==> config.mk <==
export PLATFORM = sky130hd
export DESIGN_NAME = mux_arb_nx1
export DESIGN_NICKNAME = d
export VERILOG_FILES = /design/src/rtl/mux_arb_nx1.sv
export SDC_FILE = /design/constraint.sdc
export NUM_CORES = 1
export LEC_CHECK = 0
export ABC_CLOCK_PERIOD_IN_PS = 2900
export CAP_MARGIN = 20
export CORE_MARGIN = 10
export CORE_UTILIZATION = 43
export DETAILED_ROUTE_END_ITERATION = 10
export PLACE_DENSITY = 0.87
export SKIP_LAST_GASP = 1
export SYNTH_ARGS = -nofsm -noshare
export SYNTH_HDL_FRONTEND = slang
export SYNTH_SLANG_ARGS = --single-unit
==> constraint.sdc <==
create_clock -name clk -period 2.9 [get_ports clk]
set_clock_uncertainty 0.1 [all_clocks]
set_input_delay 0.435 -clock clk [delete_from_list [all_inputs] [get_ports clk]]
set_output_delay 0.435 -clock clk [all_outputs]
set_load 0.01 [all_outputs]
==> src/rtl/mux_arb_nx1.sv <==
// rtl/mux_arb_nx1.sv - N-to-1 registered stream mux with round-robin or fixed-priority arbitration
//
// Purpose:
//   Selects one of NCH valid/ready input channels per cycle and registers its
//   beat into a single output stage. The output stage refills in the same cycle
//   it drains, so a steady stream of requests gives one beat per cycle.
//
// Parameters:
//   DW  - data width per channel
//   NCH - number of input channels (2..16)
//   RR  - 1: round-robin starting at ptr, 0: fixed priority (channel 0 highest)
//   SW  - derived select width, $clog2(NCH)
//
// Ports:
//   clk       - clock, rising edge
//   rst_n     - asynchronous active-low reset
//   in_valid  - [NCH]     per-channel beat offered
//   in_data   - [NCH*DW]  channel i data at [i*DW +: DW]
//   in_ready  - [NCH]     one-hot (or zero) accept for the granted channel
//   out_valid - output register holds a beat
//   out_data  - [DW]      registered selected data
//   out_sel   - [SW]      registered index of the supplying channel
//   out_ready - downstream accepts the output beat

module mux_arb_nx1 #(
  parameter int DW  = 2,
  parameter int NCH = 4,
  parameter int RR  = 1,
  localparam int SW = $clog2(NCH)
) (
  input  logic              clk,
  input  logic              rst_n,
  input  logic [NCH-1:0]    in_valid,
  input  logic [NCH*DW-1:0] in_data,
  output logic [NCH-1:0]    in_ready,
  output logic              out_valid,
  output logic [DW-1:0]     out_data,
  output logic [SW-1:0]     out_sel,
  input  logic              out_ready
);

  logic [SW-1:0] r_ptr;
  logic          r_valid;
  logic [DW-1:0] r_data;
  logic [SW-1:0] r_sel;

  logic          w_ld;
  logic          w_found;
  logic [SW-1:0] w_gidx;
  logic [DW-1:0] w_gdata;
  logic [SW-1:0] w_ptr_next;
  int            w_start;
  int            w_idx;

  // Output stage may load when empty or when its beat leaves this cycle.
  assign w_ld = !r_valid || out_ready;

  // Search starts at ptr for round-robin, at channel 0 for fixed priority.
  assign w_start = (RR != 0) ? int'(r_ptr) : 0;

  // Rotating search; the index wraps at NCH (not at 2**SW) so out-of-range
  // channels are never visited.
  always_comb begin
    w_found = 1'b0;
    w_gidx  = '0;
    w_idx   = 0;
    for (int j = 0; j < NCH; j++) begin
      w_idx = w_start + j;
      if (w_idx >= NCH) w_idx = w_idx - NCH;
      if (!w_found && in_valid[w_idx[SW-1:0]]) begin
        w_found = 1'b1;
        w_gidx  = w_idx[SW-1:0];
      end
    end
  end

  assign w_gdata    = in_data[w_gidx*DW +: DW];
  assign w_ptr_next = (w_gidx == SW'(NCH - 1)) ? '0 : w_gidx + SW'(1);

  // Gated by rst_n so nothing is acknowledged while reset is held.
  assign in_ready = (rst_n && w_ld && w_found) ? (NCH'(1) << w_gidx) : '0;

  always_ff @(posedge clk or negedge rst_n) begin
    if (!rst_n) begin
      r_valid <= 1'b0;
      r_data  <= '0;
      r_sel   <= '0;
      r_ptr   <= '0;
    end else if (w_ld) begin
      if (w_found) begin
        r_valid <= 1'b1;
        r_data  <= w_gdata;
        r_sel   <= w_gidx;
        r_ptr   <= w_ptr_next;
      end else begin
        // Drained with nothing to refill: data/sel keep their last values.
        r_valid <= 1'b0;
      end
    end
  end

  assign out_valid = r_valid;
  assign out_data  = r_data;
  assign out_sel   = r_sel;

endmodule

==> impl_metrics.py <==
metrics = {
    "drt": {
        "drc_errors": 0,
        "vias_per_cell": 5.38,
        "drtPass1Iterations": 4,
        "postRouteAntennaNets": 0,
        "drtIter0Drc": 10,
        "via_count": 586,
        "finalWirelength_um": 1560,
        "drt-wirelength-per-cell_um": 14.3,
    },
    "worst_setup_path": {
        "critPathKind": "in -> out",
        "ff2ff_path_depth": 6,
        "crit_path_start": "in_valid[3]",
        "r2r_setup_slack_ns": 1.19,
        "crit_fanout": 5,
        "crit_required_ns": 2.37,
        "timing.rr.start": "r_ptr[1]",
        "cp-endpoint": "in_ready[3]",
        "r2r-end": "out_data[0]",
        "cp-start-kind": "input port",
        "cp-end-kind": "primary output",
        "cp.arrival_ns": 2.29,
    },
    "min_path": {
        "hold_class": "in -> async",
    },
    "yosys": {
        "synth-compound-area-share_pct": 24.2,
        "synth.cell_area_um2": 558,
        "synth.avg_cell_area_um2": 9.15,
        "synth_xor_area_share_pct": 0,
        "synthAdderAreaFrac_pct": 8.97,
        "synthSimpleGateAreaFrac_pct": 28.0,
        "synth_cell_types": 28,
        "ys_seq_area_share_pct": 31.4,
        "synth_nets": 80,
        "synth_top_family_by_area": "simple AND/OR/NAND/NOR gates",
        "yosysWarnings": 0,
        "synth_cells": 61,
        "yosys_register_bits": 7,
        "muxShareOfSynthArea_pct": 5.38,
    },
    "clock_tree": {
        "clock-sinks": 7,
        "root_buffer": "clkbuf_4",
        "clock_latency_ns": 0.26,
        "cts_tree": "built",
        "cts_setup_buffers": 0,
        "clockBufferDepth": 2,
        "htree_num_levels": 1,
        "clk_pin_slew_ns": 0.06,
        "cts_buffers": 3,
    },
    "placed_design": {
        "dpl.cell_count": 105,
        "gp_congestion": 0.856,
        "io_buffers": 23,
        "hpwl_um": 1260,
    },
    "timing": {
        "drv_slew": 0,
        "tightest_slew_ns": 0.416,
        "setup_viol": 0,
        "rsz0062_at_grt": "false",
        "relSlewSlack_pct": 72.2,
        "fin_crit_sh_pct": 97.5,
        "fmaxAchievable_mhz": 354,
        "final-hold-violation-count": 0,
        "period_minus_slack_ns": 2.83,
        "fin_setup_tns_ns": 0,
    },
    "run": {
        "max-cap-violations": 0,
    },
    "floorplanning": {
        "fp.dieW_um": 56.0,
        "core_um2": 1170,
        "start_util_pct": 47.6,
        "rows": 12,
        "floorplan.io_pins": 24,
        "die_y_um": 56.0,
        "die_area_um2": 3140,
    },
    "global_routing": {
        "antenna_found_initial": 0,
        "grt_max_degree": 12,
        "grt_first_pass_wirelength_um": 2540,
        "grt_pass1_vias": 590,
        "grt_use_total_pct": 9.72,
        "gr-total-overflow": 0,
    },
    "finish": {
        "fin_nets": 115,
        "area_growth_pct": 60.1,
        "finalNonFillerCells": 109,
        "post_route_cells_drive_above_1_share_pct": 22.1,
        "insertedDiodeCount": 0,
    },
    "outcome": {
        "status": "finished, final reports clean",
    },
    "pwr": {
        "leakage_uw": 0.000447,
        "power_density_nw_per_um2": 654,
        "ir_drop_mv": 0.425,
    },
}
==> flip-flops by register name, summed over array words and instances (netlist names) <==
register and count:
out_sel 2, out_data 2, r_ptr 2, out_valid 1
==> report_power, final <==
part	switching [uW]	leakage, uW	internal (uW)
Sequential	34.5	0.0000823	132
Combinational	143	0.000350	180
Clock	42.0	0.0000150	52.9
==> metal layers <==
metal | GRT usage (%) | part of all wire [%]
met4 | 3.07 | 0.90
met3 | 5.24 | 8.3
met1 | 9.75 | 42
met5 | 0 | 0
met2 | 16.7 | 49
==> placed cells by master, fill, tap and decap left out, types with 2 or more instances in the layout <==
cell             Yosys  layout
ha_1                 4       4
nand3_1              3       3
clkbuf_4             0       3
clkdlybuf4s50_1      0      21
dfrtp_1              7       7
mux2i_1              3       3
and3_1               4       4
nand2b_1             3       3
o211ai_2             2       2
nand2_1             13      13
buf_4                0       8
dlymetal6s2s_1       0       2
a211o_1              3       3
==> synth_stat cells, drive strengths merged <==
master / n / share of area [%]
a211o: 3 / 4.7
a21o: 1 / 1.6
a21oi: 2 / 2.5
a2bb2oi: 1 / 1.6
and2: 1 / 1.1
and3: 4 / 4.5
clkbuf: 1 / 0.67
dfrtp: 7 / 31
ha: 4 / 9.0
inv: 2 / 1.3
mux2i: 3 / 5.4
nand2: 13 / 8.7
nand2b: 3 / 3.4
nand3: 3 / 2.7
nor2: 3 / 3.8
nor2b: 1 / 2.5
nor3b: 1 / 1.3
o211ai: 2 / 4.5
o21a: 1 / 1.3
o21ai: 2 / 2.5
o221ai: 1 / 1.6
o2bb2ai: 1 / 2.7
o31ai: 1 / 1.3
==> worst min-delay path by stage <==
stage	startpoint	end	depth (start not counted)
floorplan	rst_n	out_data[0]	0
global placement	out_sel[1]	out_sel[1]	2
detailed placement	out_sel[1]	out_sel[1]	2
CTS	out_sel[1]	out_sel[1]	2
global route	rst_n	r_ptr[0]	1
finish	rst_n	out_sel[0]	1
==> cell families (layout without fill, tap and decap cells) <==
logic type,after synthesis,count (layout)
fa+ha+maj,4,4
buf+inv,3,37
compound gates,15,15
mux,3,3
simple gates,29,29
flops,7,7
==> metrics by stage <==
| stage | hold WS, ns | area [um2] | utilization, % | worst slack, ns | total power, uW |
|---|---|---|---|---|---|
| 2_1_floorplan | 0.0394 | 558 | - | 0.999 | 347 |
| 3_3_place_gp | 0.366 | 862 | 73.6 | 0.0440 | 486 |
| 3_5_place_dp | 0.370 | 862 | 73.6 | 0.0201 | 493 |
| 4_1_cts | 0.385 | 888 | 75.9 | 0.0141 | 592 |
| 5_1_grt | 0.391 | 893 | 76.3 | 0.00481 | 628 |
| 6_report | 0.375 | 893 | 76.3 | 0.0733 | 584 |
==> cell type report <==
class | count | area, um2
flip-flops and latches | 7 | 175
inverters | 2 | 7.51
clock buffers | 4 | 26.3
well taps | 14 | 17.5
repair buffers | 31 | 295
fillers | 82 | 278
multi-input cells | 51 | 372
==> timing repair <==
item                                   in CTS  in global routing
hold buffers                                0                  0
endpoints found under the hold margin       0                  0
setup endpoints to repair                   0                  3
resized for setup                           0                  2
==> worst max-delay path: stages <==
cell	delay, ns
clkdlybuf4s50_1	0.44
nand2b_1	0.17
a211o_1	0.30
nor2b_4	0.14
ha_1	0.18
and3_1	0.16
clkdlybuf4s50_1	0.47
No activity file was read; power rests on OpenSTA's default activity.
